**src/rtl/memory_bus_arbiter.sv**
```systemverilog
// Two-master round-robin arbiter in front of the memory controller's single port.
// One transaction in flight; request fields latched at grant; a watchdog turns a missing ACK into ERR.
module memory_bus_arbiter #(
    parameter int unsigned BYTE_AMNT      = 8,
    parameter int unsigned TIMEOUT_CYCLES = 255
) (
    input  logic                   CLK_I,
    input  logic                   RST_I,

    input  logic                   inst_STB_I,
    input  logic [8*BYTE_AMNT-1:0] inst_ADR_I,
    output logic [8*BYTE_AMNT-1:0] inst_DAT_O,
    output logic                   inst_ACK_O,
    output logic                   inst_ERR_O,

    input  logic                   data_STB_I,
    input  logic                   data_WE_I,
    input  logic [BYTE_AMNT-1:0]   data_SEL_I,
    input  logic [8*BYTE_AMNT-1:0] data_ADR_I,
    input  logic [8*BYTE_AMNT-1:0] data_DAT_I,
    output logic [8*BYTE_AMNT-1:0] data_DAT_O,
    output logic                   data_ACK_O,
    output logic                   data_ERR_O,

    output logic                   mem_STB_O,
    output logic                   mem_WE_O,
    output logic [BYTE_AMNT-1:0]   mem_SEL_O,
    output logic [8*BYTE_AMNT-1:0] mem_ADR_O,
    output logic [8*BYTE_AMNT-1:0] mem_DAT_O,
    input  logic [8*BYTE_AMNT-1:0] mem_DAT_I,
    input  logic                   mem_ACK_I
);

    localparam int unsigned TW = $clog2(TIMEOUT_CYCLES + 1);
    localparam logic [TW-1:0] TimerLast = TW'(TIMEOUT_CYCLES - 1);
    localparam logic [TW-1:0] TimerSat  = TW'(TIMEOUT_CYCLES);

    typedef enum logic [1:0] {StIdle, StGntInst, StGntData} state_t;

    state_t          state_q;
    logic            prio_data_q;
    logic [TW-1:0]   timer_q;

    logic            gnt_inst;
    logic            gnt_data;
    logic            timeout;

    always_ff @(posedge CLK_I or posedge RST_I) begin
        if (RST_I) begin
            state_q     <= StIdle;
            prio_data_q <= 1'b1;
            timer_q     <= '0;
            mem_STB_O   <= 1'b0;
            mem_WE_O    <= 1'b0;
            mem_SEL_O   <= '0;
            mem_ADR_O   <= '0;
            mem_DAT_O   <= '0;
        end else begin
            unique case (state_q)
                StIdle: begin
                    // Data wins when it holds priority or fetch is not asking.
                    if (data_STB_I && (prio_data_q || !inst_STB_I)) begin
                        state_q     <= StGntData;
                        prio_data_q <= 1'b0;
                        timer_q     <= '0;
                        mem_STB_O   <= 1'b1;
                        mem_WE_O    <= data_WE_I;
                        mem_SEL_O   <= data_SEL_I;
                        mem_ADR_O   <= data_ADR_I;
                        mem_DAT_O   <= data_DAT_I;
                    end else if (inst_STB_I) begin
                        state_q     <= StGntInst;
                        prio_data_q <= 1'b1;
                        timer_q     <= '0;
                        mem_STB_O   <= 1'b1;
                        mem_WE_O    <= 1'b0;
                        mem_SEL_O   <= '1;
                        mem_ADR_O   <= inst_ADR_I;
                        mem_DAT_O   <= '0;
                    end
                end
                StGntInst, StGntData: begin
                    if (mem_ACK_I || timer_q == TimerLast) begin
                        state_q   <= StIdle;
                        mem_STB_O <= 1'b0;
                    end else if (timer_q != TimerSat) begin
                        timer_q <= timer_q + 1'b1;
                    end
                end
                default: begin
                    state_q   <= StIdle;
                    mem_STB_O <= 1'b0;
                end
            endcase
        end
    end

    assign gnt_inst = (state_q == StGntInst);
    assign gnt_data = (state_q == StGntData);
    // An ACK arriving in the final watchdog cycle takes precedence over the error.
    assign timeout  = !mem_ACK_I && (timer_q == TimerLast);

    assign inst_ACK_O = gnt_inst && mem_ACK_I;
    assign inst_ERR_O = gnt_inst && timeout;
    assign inst_DAT_O = inst_ACK_O ? mem_DAT_I : '0;

    assign data_ACK_O = gnt_data && mem_ACK_I;
    assign data_ERR_O = gnt_data && timeout;
    assign data_DAT_O = data_ACK_O ? mem_DAT_I : '0;

endmodule

```
**config.mk**
```make
export PLATFORM = sky130hd
export DESIGN_NAME = memory_bus_arbiter
export DESIGN_NICKNAME = d
export VERILOG_FILES = /design/src/rtl/memory_bus_arbiter.sv
export SDC_FILE = /design/constraint.sdc
export NUM_CORES = 1
export LEC_CHECK = 0
export BUFFER_PORTS_ARGS = -buffer_cell sky130_fd_sc_hd__buf_2
export CAP_MARGIN = 15
export CELL_PAD_IN_SITES_DETAIL_PLACEMENT = 1
export CELL_PAD_IN_SITES_GLOBAL_PLACEMENT = 1
export CORE_AREA = 2 2 212 214
export DETAILED_ROUTE_END_ITERATION = 16
export DIE_AREA = 0 0 214 216
export PLACE_DENSITY = 0.62
export SYNTH_ARGS = -nofsm -noshare
export SYNTH_HDL_FRONTEND = slang
export SYNTH_SLANG_ARGS = --single-unit
```
**constraint.sdc**
```tcl
create_clock -name CLK_I -period 4.9 [get_ports CLK_I]
set_input_delay 0.245 -clock CLK_I [delete_from_list [all_inputs] [get_ports CLK_I]]
set_output_delay 0.245 -clock CLK_I [all_outputs]
set_load 0.03 [all_outputs]
```
=== Word level (Yosys, flattened, before mapping) ===
Cells that the tools add are included.

* $add $sub $neg: 1
* Equal/unequal tests: 8
* Muxes and demuxes: 24
* Reduce and logical (&&, ||, !) cells: 17

{| class="wikitable"
|+ Operators with widths
! cell !! number
|-
| $mux W64 || 6
|-
| $mux W8 || 6
|-
| $pmux W8 S2 || 1
|-
| $add A8 B1 Y8 const B || 1
|-
| $eq A8 B8 Y1 const B || 1
|-
| $ne A8 B8 Y1 const B || 1
|-
| $logic_and A1 B1 Y1 || 6
|-
| $mux W1 || 6
|-
| $mux W2 || 3
|-
| $ne A2 B2 Y1 const B || 3
|-
| $pmux W2 S2 || 1
|-
| $reduce_and A2 Y1 || 2
|-
| $reduce_and A4 Y1 || 1
|-
| $reduce_bool A2 Y1 || 2
|-
| $ne A3 B3 Y1 const B || 1
|-
| $eq A2 B1 Y1 const B || 1
|-
| $eq A2 B2 Y1 const B || 1
|-
| $logic_not A1 Y1 || 2
|-
| $logic_not A2 Y1 || 1
|-
| $logic_or A1 B1 Y1 || 2
|-
| $pmux W1 S2 || 1
|-
| $reduce_or A2 Y1 || 1
|}

* Register bits: 149
* Input port bits: 270
* Output and inout port bits: 270
* Word-level logic and storage cells: 58

=== Longest topological paths before layout ===
Gate-level depths: netlist of run 1.

* Depth after elaboration: 5
* Gate-level depth with buffers: 8
* Gate-level depth less buffers: 6

=== Least setup slack after synthesis of run 1 ===
OpenSTA, ideal clock, no wires.

* Path kind: register -> register
* Start: reg state_q[0]
* End: reg timer_q[6]
* Library setup time: 126 ps
* Arrival: 1949 ps
* Data required time: 4774 ps
* Slack: 2825 ps
* Stages on the path, launching flop included: 9
* Path buffers: 2
* Period minus slack after synthesis: 2075 ps
* Cells stage by stage: dfrtp_1 inv_1 ha_1 and2_1 a211o_1 buf_6 or2_1 buf_6 a221o_1

* Longest elaborated chain between the ends: 4
* Elaborated cells between the ends (all ways): 10
* Classes of those cells: eq/ne (5); mux (1); reduce/logical (4)

{| class="wikitable"
|+ Ends and longest elaborated chain
! what !! RTL line !! RTL
|-
| start: declaration || 40 || <nowiki>state_t state_q;</nowiki>
|-
| start signal: assignment || 50 || <nowiki>state_q <= StIdle;</nowiki>
|-
| start signal: assignment || 63 || <nowiki>state_q <= StGntData;</nowiki>
|-
| start signal: assignment || 72 || <nowiki>state_q <= StGntInst;</nowiki>
|-
| $eq A2 B1 Y1 / $eq A2 B2 Y1 (equally long branches) || 59 || <nowiki>unique case (state_q)</nowiki>
|-
| $reduce_or A2 Y1 || 59 ||
|-
| $ne A2 B2 Y1 (no line) / $reduce_bool A2 Y1 (equally long branches) || - ||
|-
| $reduce_and A4 Y1 (no line) || - ||
|-
| end signal: assignment || 87 || <nowiki>timer_q <= timer_q + 1'b1;</nowiki>
|-
| end: declaration || 42 || <nowiki>logic [TW-1:0] timer_q;</nowiki>
|}

Several ways; a longest one is shown, not always the timed one.
A chain may end at the register's enable or synchronous reset.

=== Worst setup path in the final report of run 1 ===
* Start: reg state_q[0]
* End: reg mem_ADR_O[12]

* Longest elaborated chain between the ends: 2

{| class="wikitable"
|+ Ends and longest elaborated chain
! what !! RTL line !! RTL
|-
| $logic_not A2 Y1 || 59 ||
|-
| $reduce_and A2 Y1 (no line) || - ||
|-
| end signal: assignment || 69 || <nowiki>mem_ADR_O <= data_ADR_I;</nowiki>
|-
| end signal: assignment || 78 || <nowiki>mem_ADR_O <= inst_ADR_I;</nowiki>
|-
| end: declaration || 28 || <nowiki>output logic [8*BYTE_AMNT-1:0] mem_ADR_O,</nowiki>
|}

Every way passes these cells.

==> results of run 1 <==
[layout make-up]
class / instances / area (sq um)
Fill cell: 5228 / 32500
Sequential cell: 149 / 3730
Clock inverter: 14 / 139
Tap cell: 592 / 741
Antenna cell: 1 / 2.50
Timing Repair Buffer: 582 / 3120
Inverter: 7 / 31.3
Clock buffer: 18 / 429
Multi-Input combinational cell: 461 / 3120
[worst max-delay path: stages (launching register included)]
cell and delay, ns:
dfrtp_1 0.35, inv_1 0.08, ha_1 0.31, o21ai_4 0.12, buf_4 0.75, buf_4 0.85
o21ai_0 0.26
[kinds of logic after synthesis]
group	after synthesis	synth area share
flip-flops	149	0.523
AO/OA/AOI/OAI	159	0.156
adder cells (fa/ha/maj)	5	0.00877
multiplexers	64	0.0898
AND/OR/NAND/NOR	233	0.179
buffers and inverters	75	0.0442
[cell usage after synthesis]
| cell type | number | share of area |
|---|---|---|
| dfstp_2 | 1 | 0.0037 |
| nand2_1 | 69 | 0.036 |
| or4b_1 | 1 | 0.0014 |
| a22o_1 | 66 | 0.081 |
| nor2b_1 | 3 | 0.0026 |
| nor3_1 | 2 | 0.0014 |
| nor3b_1 | 2 | 0.0021 |
| or2_1 | 1 | 0.00088 |
| and2_1 | 4 | 0.0035 |
| mux2i_1 | 64 | 0.090 |
| buf_2 | 15 | 0.011 |
| a211o_1 | 3 | 0.0037 |
| o21ai_1 | 2 | 0.0014 |
| dfrtp_1 | 148 | 0.52 |
| nand2b_1 | 2 | 0.0018 |
| inv_1 | 7 | 0.0037 |
| and4_1 | 1 | 0.0012 |
| ha_1 | 5 | 0.0088 |
| nor4b_1 | 3 | 0.0037 |
| o311a_1 | 1 | 0.0014 |
| or2_2 | 2 | 0.0018 |
| nor2_1 | 6 | 0.0032 |
| o22ai_1 | 1 | 0.00088 |
| clkbuf_1 | 46 | 0.024 |
| a21oi_1 | 2 | 0.0014 |
| nand3_1 | 6 | 0.0042 |
| buf_1 | 5 | 0.0026 |
| or3_1 | 1 | 0.00088 |
| a221o_1 | 2 | 0.0028 |
| o211a_1 | 1 | 0.0014 |
| o22a_1 | 9 | 0.011 |
| o21ai_0 | 72 | 0.051 |
| buf_6 | 2 | 0.0032 |
| and3_1 | 130 | 0.11 |
[routing by layer]
layer,global-route usage,vias to the layer above,part of all wire
met5,0,-,0.00039
met4,0.0429,2,0.020
met3,0.0361,32,0.060
met2,0.217,307,0.49
met1,0.156,3610,0.43
li1,-,3548,-
[power breakdown]
part	switching (W)	internal, W	total, W
sequential	0.000337	0.00179	0.00213
combinational	0.00256	0.00105	0.00362
clock	0.000584	0.000714	0.00130
[per-stage QoR]
| step | utilization | setup slack [ns] |
|---|---|---|
| global route | 0.258 | 1.69 |
| CTS | 0.257 | 1.91 |
| finish | 0.258 | 1.97 |
| floorplan | - | 0.649 |
| global placement | 0.237 | 2.11 |
| detailed placement | 0.237 | 1.93 |
[registers in the layout (all words and copies together) (netlist names)]
name / cells
mem_ADR_O: 64
mem_DAT_O: 64
mem_SEL_O: 8
timer_q: 8
state_q: 2
mem_STB_O: 1
mem_WE_O: 1
prio_data_q: 1
[cells in the final DEF, fill, tap and decap left out, types with 6 or more instances in the layout]
master and count:
o22a_1 9, mux2i_1 64, nand2_1 69, buf_4 9
dlygate4sd3_1 33, inv_6 8, inv_1 6, buf_2 539
nand3_1 6, o21ai_0 72, a22o_1 66, clkbuf_16 17
dfrtp_1 148, and3_1 130
[final timing paths]
path	startpoint	end	slack, ns	cells past startpoint
min in group asynchronous	RST_I	mem_ADR_O[46]$_DFFE_PP0P_	0.34	3
max in group asynchronous	RST_I	mem_SEL_O[0]$_DFFE_PP0P_	3.37	4
max reg2reg	state_q[0]$_DFFE_PP0P_	mem_ADR_O[12]$_DFFE_PP0P_	1.97	6
max	state_q[0]$_DFFE_PP0P_	mem_ADR_O[12]$_DFFE_PP0P_	1.97	6
min	data_DAT_I[60]	mem_DAT_O[60]$_DFFE_PP0P_	0.04	2
min reg2reg	mem_ADR_O[35]$_DFFE_PP0P_	mem_ADR_O[35]$_DFFE_PP0P_	0.47	2
==> results.sh, run 1 <==
export IMPL_ir_worst_vdd_uv=290
export IMPL_cp_required_ns=5.16
export IMPL_hp_class="input pin to flop"
export IMPL_die_area_sq_um=46200
export IMPL_synth_cell_type_count=34
export IMPL_core_area_sq_um=43800
export IMPL_routed_via_count=7499
export IMPL_die_w_um=214
export IMPL_tns_ns=0
export IMPL_crit_path_start_kind="flop"
export IMPL_grt_pass1_wl_um=46300
export IMPL_path_class="flop to flop"
export IMPL_syn2layout_area_growth_pct=58.5
export IMPL_synth_seq_cells=149
export IMPL_min_period_ns=2.93
export IMPL_synth_area_sq_um=7130
export IMPL_dr_pass1_iters=4
export IMPL_drt_total_wl_um=30500
export IMPL_design_area_sq_um=11300
export IMPL_tightest_slew_ns=0.979
export IMPL_dp_cells=1757
export IMPL_drv_slew=0
export IMPL_rows=77
export IMPL_gp_congestion=0.882
export IMPL_ant_nets=0
export IMPL_cts_setup_buffers=0
export IMPL_relSlewSlack=0.347
export IMPL_run_status="complete, no violations"
export IMPL_drc_errors=0
export IMPL_gr_total_overflow=0
export IMPL_clkTransAtPathRegs_ns=0.07
export IMPL_period_share=0.597
export IMPL_wire_per_inst_um=16.7
export IMPL_finalSetupViolCount=0
export IMPL_powerDensity_nw_per_um2=623
export IMPL_nNetsFinal=1493
export IMPL_cts_buffer_depth=2
export IMPL_crit_arrival_ns=3.19
export IMPL_crit_fanout=108
export IMPL_ios=540
export IMPL_syn_avg_cell_area_sq_um=10.4
export IMPL_grt_max_degree=134
export IMPL_port_buffers=539
export IMPL_whs_ns=0.0351
export IMPL_htreeDepth=4
export IMPL_antenna_found_initial=2
export IMPL_hold_viol_final=0
export IMPL_drt_iter0_markers=313
export IMPL_clock_latency_ns=0.43
export IMPL_ys_seq_area_frac=0.523
export IMPL_hpwl_um=23400
export IMPL_cts_resized=0
export IMPL_grt_pass1_vias=7817
export IMPL_maxCapViolCount=0
export IMPL_clock_root_buffer="clkbuf_16"
export IMPL_rsz0062_at_grt="false"
export IMPL_placed_area_sq_um=10400
export IMPL_fmax_ghz=0.342
export IMPL_vias_per_cell=4.11
export IMPL_start_util=0.163
export IMPL_hold_buffers=33
export IMPL_numClockSinks=149
export IMPL_power_leakage_nw=6.59
export IMPL_drive_above_1_share=0.477
export IMPL_final_cells=1824
export IMPL_synthesis_nets=960
export IMPL_totalPowerFinal_w=0.00704
export IMPL_cts_made_buffers=17
export IMPL_clock_skew_ns=0.0120
export IMPL_fp_dieH_um=216
export IMPL_track_usage=0.128
export IMPL_synthCells=685
export IMPL_yosys_warnings=0
export IMPL_end_kind="flop"
export IMPL_cts_tree="yes"
Power figures use the tool's default switching activity.
==> run 2, diff against run 1 <==
==> constraint.sdc (replaced) <==
create_clock -name CLK_I -period 3 [get_ports CLK_I]
set_input_delay 0.15 -clock CLK_I [delete_from_list [all_inputs] [get_ports CLK_I]]
set_output_delay 0.15 -clock CLK_I [all_outputs]
set_load 0.03 [all_outputs]
==> run 2 against run 1 <==
Sequential cell count is the same. Clock-buffer cell count grew 2. Largest cell class is now buffers. Via count grew 7.6%. Highest routed layer is now met4. Setup slack lost 1.4 ns. Largest power group unchanged. Combinational power grew 70%.
==> results.sh, run 2 (synthesis gave the netlist of run 1 again) <==
export IMPL_post_route_util=0.290
export IMPL_multi_input_area_sq_um=3120
export IMPL_routed_via_count=8069
export IMPL_start_util=0.163
export IMPL_r2r_cells=6
export IMPL_port_buffers=539
export IMPL_power_switching_w=0.00567
export IMPL_reg2reg_to="timer_q[6]$_DFFE_PP0P_"
export IMPL_die_w_um=214
export IMPL_p_comb_frac=0.515
export IMPL_tns_ns=0
export IMPL_totalPowerFinal_w=0.0119
export IMPL_ios=540
export IMPL_rows=77
export IMPL_cp_required_ns=3.32
export IMPL_hold_viol_final=0
export IMPL_grt_pass1_vias=8783
export IMPL_drt_iter0_markers=364
export IMPL_min_period_ns=2.40
export IMPL_drc_errors=0
export IMPL_p_int_w=0.00627
export IMPL_numClockSinks=149
export IMPL_r2r_slack_ns=0.60
export IMPL_relSlewSlack=0.332
export IMPL_cts_made_buffers=17
export IMPL_cts_resized=0
export IMPL_hpwl_um=22600
export IMPL_run_status="complete, no violations"
export IMPL_ir_worst_vdd_uv=455
export IMPL_placed_area_sq_um=10500
export IMPL_dr_pass1_iters=4
export IMPL_fmax_ghz=0.417
export IMPL_gp_congestion=0.894
export IMPL_finalSetupViolCount=0
export IMPL_swShare=0.475
export IMPL_reg_top3="mem_ADR_O: 64 flops, mem_DAT_O: 64 flops"
export IMPL_final_common_cell="buf_2"
export IMPL_hp_class="input pin to flop"
export IMPL_clock_latency_ns=0.45
export IMPL_pwr_share_seq=0.290
export IMPL_core_area_sq_um=43800
export IMPL_path_class="flop to flop"
export IMPL_regArea_sq_um=3730
export IMPL_grt_max_degree=93
export IMPL_crit_arrival_ns=2.72
export IMPL_maxCapViolCount=0
export IMPL_die_area_sq_um=46200
export IMPL_wire_per_inst_um=16.9
export IMPL_tightest_slew_ns=0.998
export IMPL_gr_total_overflow=0
export IMPL_grt_pass1_wl_um=50100
export IMPL_powerDensity_nw_per_um2=940
export IMPL_cts_buffer_depth=2
export IMPL_nNetsFinal=1621
export IMPL_cts_tree="yes"
export IMPL_clock_skew_ns=0.0107
export IMPL_drive_above_1_share=0.432
export IMPL_rsz0062_at_grt="false"
export IMPL_fillers=5161
export IMPL_period_share=0.799
export IMPL_power_share_clock=0.195
export IMPL_antenna_found_initial=1
export IMPL_drt_total_wl_um=32900
export IMPL_vias_per_cell=4.13
export IMPL_htreeDepth=4
export IMPL_syn2layout_area_growth_pct=78.0
export IMPL_end_kind="flop"
export IMPL_final_cell_mix="buf_2, dlygate4sd3_1, dfrtp_1, and3_1, o21ai_0"
export IMPL_track_usage=0.140
export IMPL_timing_rr_start="state_q[0]$_DFFE_PP0P_"
export IMPL_crit_fanout=17
export IMPL_holdPathEnd="mem_ADR_O[31]$_DFFE_PP0P_"
export IMPL_power_leakage_nw=7.18
export IMPL_fp_dieH_um=216
export IMPL_holdCritStartpoint="inst_ADR_I[31]"
export IMPL_crit_path_start_kind="flop"
export IMPL_design_area_sq_um=12700
export IMPL_whs_path_depth=3
export IMPL_ant_nets=0
export IMPL_clock_root_buffer="clkbuf_16"
export IMPL_drv_slew=0
export IMPL_clkTransAtPathRegs_ns=0.06
## run 2: timing repair
action                    4_1_cts  5_1_grt
hold buffers                  160        0
hold endpoints to repair      141        0
setup buffers                   0        0
## run 2: cell type report
class | count | share of cell area
Sequential cell | 149 | 0.294
Multi-Input combinational cell | 461 | 0.246
Inverter | 7 | 0.00236
Clock buffer | 20 | 0.0352
Tap cell | 592 | 0.0583
Timing Repair Buffer | 710 | 0.351
Antenna cell | 1 | 0.000197
Clock inverter | 12 | 0.0139
## run 2: metrics by stage
stage	hold WS (ns)	std cells	setup slack [ns]
2_1_floorplan	0.276	685	0.925
4_1_cts	0.0000527	1951	0.575
3_3_place_gp	0.221	1759	0.662
6_report	0.0236	1952	0.603
5_1_grt	0.0319	1952	0.447
3_5_place_dp	0.232	1759	0.588
## run 2: how the worst max path moves through the flow
stage / startpoint / to
2_1_floorplan: state_q[0]$_DFFE_PP0P_ / timer_q[6]$_DFFE_PP0P_
3_3_place_gp: state_q[0]$_DFFE_PP0P_ / timer_q[3]$_DFFE_PP0P_
3_5_place_dp: state_q[0]$_DFFE_PP0P_ / timer_q[6]$_DFFE_PP0P_
4_1_cts: state_q[0]$_DFFE_PP0P_ / timer_q[6]$_DFFE_PP0P_
5_1_grt: state_q[0]$_DFFE_PP0P_ / timer_q[6]$_DFFE_PP0P_
6_report: state_q[0]$_DFFE_PP0P_ / timer_q[6]$_DFFE_PP0P_
## run 2: power groups by stage
| stage | clock network [W] | registers (W) | logic, W |
|---|---|---|---|
| detailed placement | 0 | 0.00346 | 0.00595 |
| finish | 0.00232 | 0.00346 | 0.00615 |
| CTS | 0.00242 | 0.00346 | 0.00615 |
| floorplan | 0 | 0.00519 | 0.00220 |
| global route | 0.00248 | 0.00359 | 0.00658 |
| global placement | 0 | 0.00346 | 0.00586 |
## run 2: per-layer routing
| layer | up-vias | global-route usage | routed length, um |
|---|---|---|---|
| li1 | 3799 | - | - |
| met5 | - | 0 | 0 |
| met3 | 57 | 0.0421 | 2140 |
| met1 | 3863 | 0.149 | 12700 |
| met2 | 350 | 0.247 | 16800 |
| met4 | 0 | 0.0758 | 1320 |
## run 2: worst max-delay path, stage by stage (launching register included)
cell     delay [ns]
dfrtp_1        0.35
inv_1          0.07
ha_1           0.49
and2_1         0.23
a211o_1        0.39
or2_1          0.37
a221o_1        0.37
==> run 3, diff against run 2 <==
==> config.mk (replaced) <==
export PLATFORM = sky130hd
export DESIGN_NAME = memory_bus_arbiter
export DESIGN_NICKNAME = d
export VERILOG_FILES = /design/src/rtl/memory_bus_arbiter.sv
export SDC_FILE = /design/constraint.sdc
export NUM_CORES = 1
export LEC_CHECK = 0
export ABC_AREA = 1
export BUFFER_PORTS_ARGS = -buffer_cell sky130_fd_sc_hd__buf_2
export CAP_MARGIN = 15
export CELL_PAD_IN_SITES_DETAIL_PLACEMENT = 1
export CELL_PAD_IN_SITES_GLOBAL_PLACEMENT = 1
export CORE_AREA = 2 2 208 210
export DETAILED_ROUTE_END_ITERATION = 16
export DIE_AREA = 0 0 210 212
export PLACE_DENSITY = 0.65
export SYNTH_ARGS = -nofsm -noshare
export SYNTH_HDL_FRONTEND = slang
export SYNTH_SLANG_ARGS = --single-unit
==> constraint.sdc (replaced) <==
create_clock -name CLK_I -period 2.3 [get_ports CLK_I]
set_input_delay 0.115 -clock CLK_I [delete_from_list [all_inputs] [get_ports CLK_I]]
set_output_delay 0.115 -clock CLK_I [all_outputs]
set_load 0.03 [all_outputs]
==> run 3 against run 2 <==
Area after synthesis shrank 1.3%. First-iteration DRC count grew 0.27%. Combinational power increased by 42%. Global-route usage rose by 3.2 points. Routed wire length up 19%. Critical path depth is the same. Via count is 11% higher. Register-to-register slack lost 0.17 ns. Cell count increased by 9.4%.
==> results.sh, run 3 <==
export IMPL_tightest_slew_ns=0.743
export IMPL_synth_edf_count=0
export IMPL_vias_per_cell=4.18
export IMPL_cts_tree="yes"
export IMPL_final_cell_mix="buf_2, nor2_1, dlygate4sd3_1, nand2_1, dfrtp_1"
export IMPL_core_area_sq_um=42500
export IMPL_grt_pass1_vias=9661
export IMPL_post_route_util=0.307
export IMPL_cp_required_ns=2.18
export IMPL_dp_cells=1887
export IMPL_gr_total_overflow=0
export IMPL_synth_seq_cells=149
export IMPL_timing_rr_start="state_q[0]$_DFFE_PP0P_"
export IMPL_netlist_top_cells_count="nor2_1, nand2_1, dfrtp_1"
export IMPL_die_area_sq_um=44500
export IMPL_port_buffers=539
export IMPL_gp_congestion=0.831
export IMPL_nNetsFinal=1837
export IMPL_r2r_cells=7
export IMPL_ir_worst_vdd_uv=518
export IMPL_end_kind="output port"
export IMPL_reg_top3="mem_ADR_O: 64 flops, mem_DAT_O: 64 flops"
export IMPL_start_util=0.166
export IMPL_clock_latency_ns=0.46
export IMPL_drc_errors=0
export IMPL_clock_skew_ns=0.0123
export IMPL_async_reset_ff_frac=1.00
export IMPL_dr_pass1_iters=4
export IMPL_crit_arrival_ns=1.98
export IMPL_r2r_slack_ns=0.43
export IMPL_drive_above_1_share=0.378
export IMPL_final_common_cell="buf_2"
export IMPL_power_leakage_nw=7.07
export IMPL_crit_fanout=40
export IMPL_cts_buffer_depth=2
export IMPL_ys_seq_area_frac=0.530
export IMPL_clock_root_buffer="clkbuf_16"
export IMPL_synth_area_top_cells="dfrtp_1, nor2_1, nand2_1"
export IMPL_min_period_ns=2.10
export IMPL_period_share=0.913
export IMPL_relSlewSlack=0.505
export IMPL_hpwl_um=27200
export IMPL_setup_slack_ns=0.201
export IMPL_finalSetupViolCount=0
export IMPL_routed_via_count=8924
export IMPL_rsz0062_at_grt="false"
export IMPL_final_cells=2136
export IMPL_cts_made_buffers=17
export IMPL_crit_path_start_kind="flop"
export IMPL_fp_dieH_um=212
export IMPL_synth_area_sq_um=7040
export IMPL_powerDensity_nw_per_um2=1240
export IMPL_antenna_found_initial=19
export IMPL_drt_total_wl_um=39200
export IMPL_yosys_warnings=0
export IMPL_crit_path_start="state_q[0]$_DFFE_PP0P_"
export IMPL_reg2reg_to="mem_ADR_O[1]$_DFFE_PP0P_"
export IMPL_cts_setup_buffers=0
export IMPL_totalPowerFinal_w=0.0162
export IMPL_fillers=5179
export IMPL_synthesis_nets=1124
export IMPL_place_ws_ns=0.432
export IMPL_synth_cell_type_count=24
export IMPL_hp_class="input pin to flop"
export IMPL_syn2layout_area_growth_pct=85.1
export IMPL_drv_slew=0
export IMPL_synthCells=849
export IMPL_maxCapViolCount=0
export IMPL_clkTransAtPathRegs_ns=0.07
export IMPL_grt_pass1_wl_um=57700
export IMPL_wire_per_inst_um=18.3
export IMPL_grt_max_degree=75
export IMPL_tns_ns=0
export IMPL_die_w_um=210
export IMPL_syn_avg_cell_area_sq_um=8.29
export IMPL_crit_end="data_DAT_O[37]"
export IMPL_synth_top_area_cell="dfrtp_1"
export IMPL_fmax_ghz=0.476
export IMPL_ios=540
export IMPL_htreeDepth=4
export IMPL_hold_viol_final=0
export IMPL_numClockSinks=149
export IMPL_run_status="complete, no violations"
export IMPL_ant_nets=0
export IMPL_rows=76
export IMPL_synth_most_common_cell="nor2_1"
export IMPL_path_class="flop to output port"
export IMPL_drt_iter0_markers=365
export IMPL_ys_flop_type="dfrtp_1"
export IMPL_track_usage=0.172
export IMPL_synth_top_cell_area_share=0.526
## run 3: worst min path at each step
stage	start	slack, ns	to	cells after the start
final	mem_ACK_I	0.28	state_q[0]$_DFFE_PP0P_	5
after CTS	mem_ACK_I	0.17	state_q[0]$_DFFE_PP0P_	5
after global routing	mem_ACK_I	0.29	state_q[0]$_DFFE_PP0P_	5
after floorplan	data_DAT_I[0]	0.25	mem_DAT_O[0]$_DFFE_PP0P_	1
after detailed placement	RST_I	0.29	mem_DAT_O[12]$_DFFE_PP0P_	2
after global placement	RST_I	0.28	mem_DAT_O[12]$_DFFE_PP0P_	2
## run 3: kinds of logic after synthesis
logic type,synth area share
flip-flops,0.530
AO/OA/AOI/OAI,0.157
XOR/XNOR,0.00124
buffers and inverters,0.0846
adder cells (fa/ha/maj),0.00889
AND/OR/NAND/NOR,0.218
## run 3: final cells by class
cell class	count	area, sq um	area share
Multi-Input combinational cell	557	2770	0.212
Sequential cell	149	3730	0.286
Antenna cell	15	37.5	0.00288
Timing Repair Buffer	753	4900	0.376
Inverter	84	319	0.0245
Clock inverter	15	161	0.0124
Clock buffer	17	425	0.0327
Tap cell	546	683	0.0524
## run 3: per-layer routing
metal | global-route usage | up-vias | part of all wire
met2 | 0.321 | 430 | 0.54
li1 | - | 4185 | -
met3 | 0.0465 | 75 | 0.064
met5 | 0 | - | 0
met4 | 0.108 | 0 | 0.047
met1 | 0.168 | 4234 | 0.35
## run 3: worst max-delay path, cell delays in order, from the launching register on
cell	delay [ns]
dfrtp_1	0.37
inv_1	0.08
ha_1	0.24
nand2_4	0.25
buf_6	0.31
nor2_1	0.08
buf_2	0.19
## run 3: what timing repair did
item,CTS,global route
hold buffers,202,0
gates resized for setup,2,2
endpoints found under the setup margin,82,82
endpoints found under the hold margin,160,0
## run 3: per-stage QoR
stage	hold slack, ns	instance area, sq um
after detailed placement	0.287	10400
final	0.277	13000
after floorplan	0.255	7040
after global placement	0.285	10400
after CTS	0.174	13000
after global routing	0.288	13000
## run 3: power breakdown
part / leakage [nW] / switching [W] / internal (W)
registers: 1.80 / 0.000728 / 0.00383
clock network: 0.293 / 0.00133 / 0.00154
logic: 4.98 / 0.00610 / 0.00263
total: 7.07 / 0.00815 / 0.00801
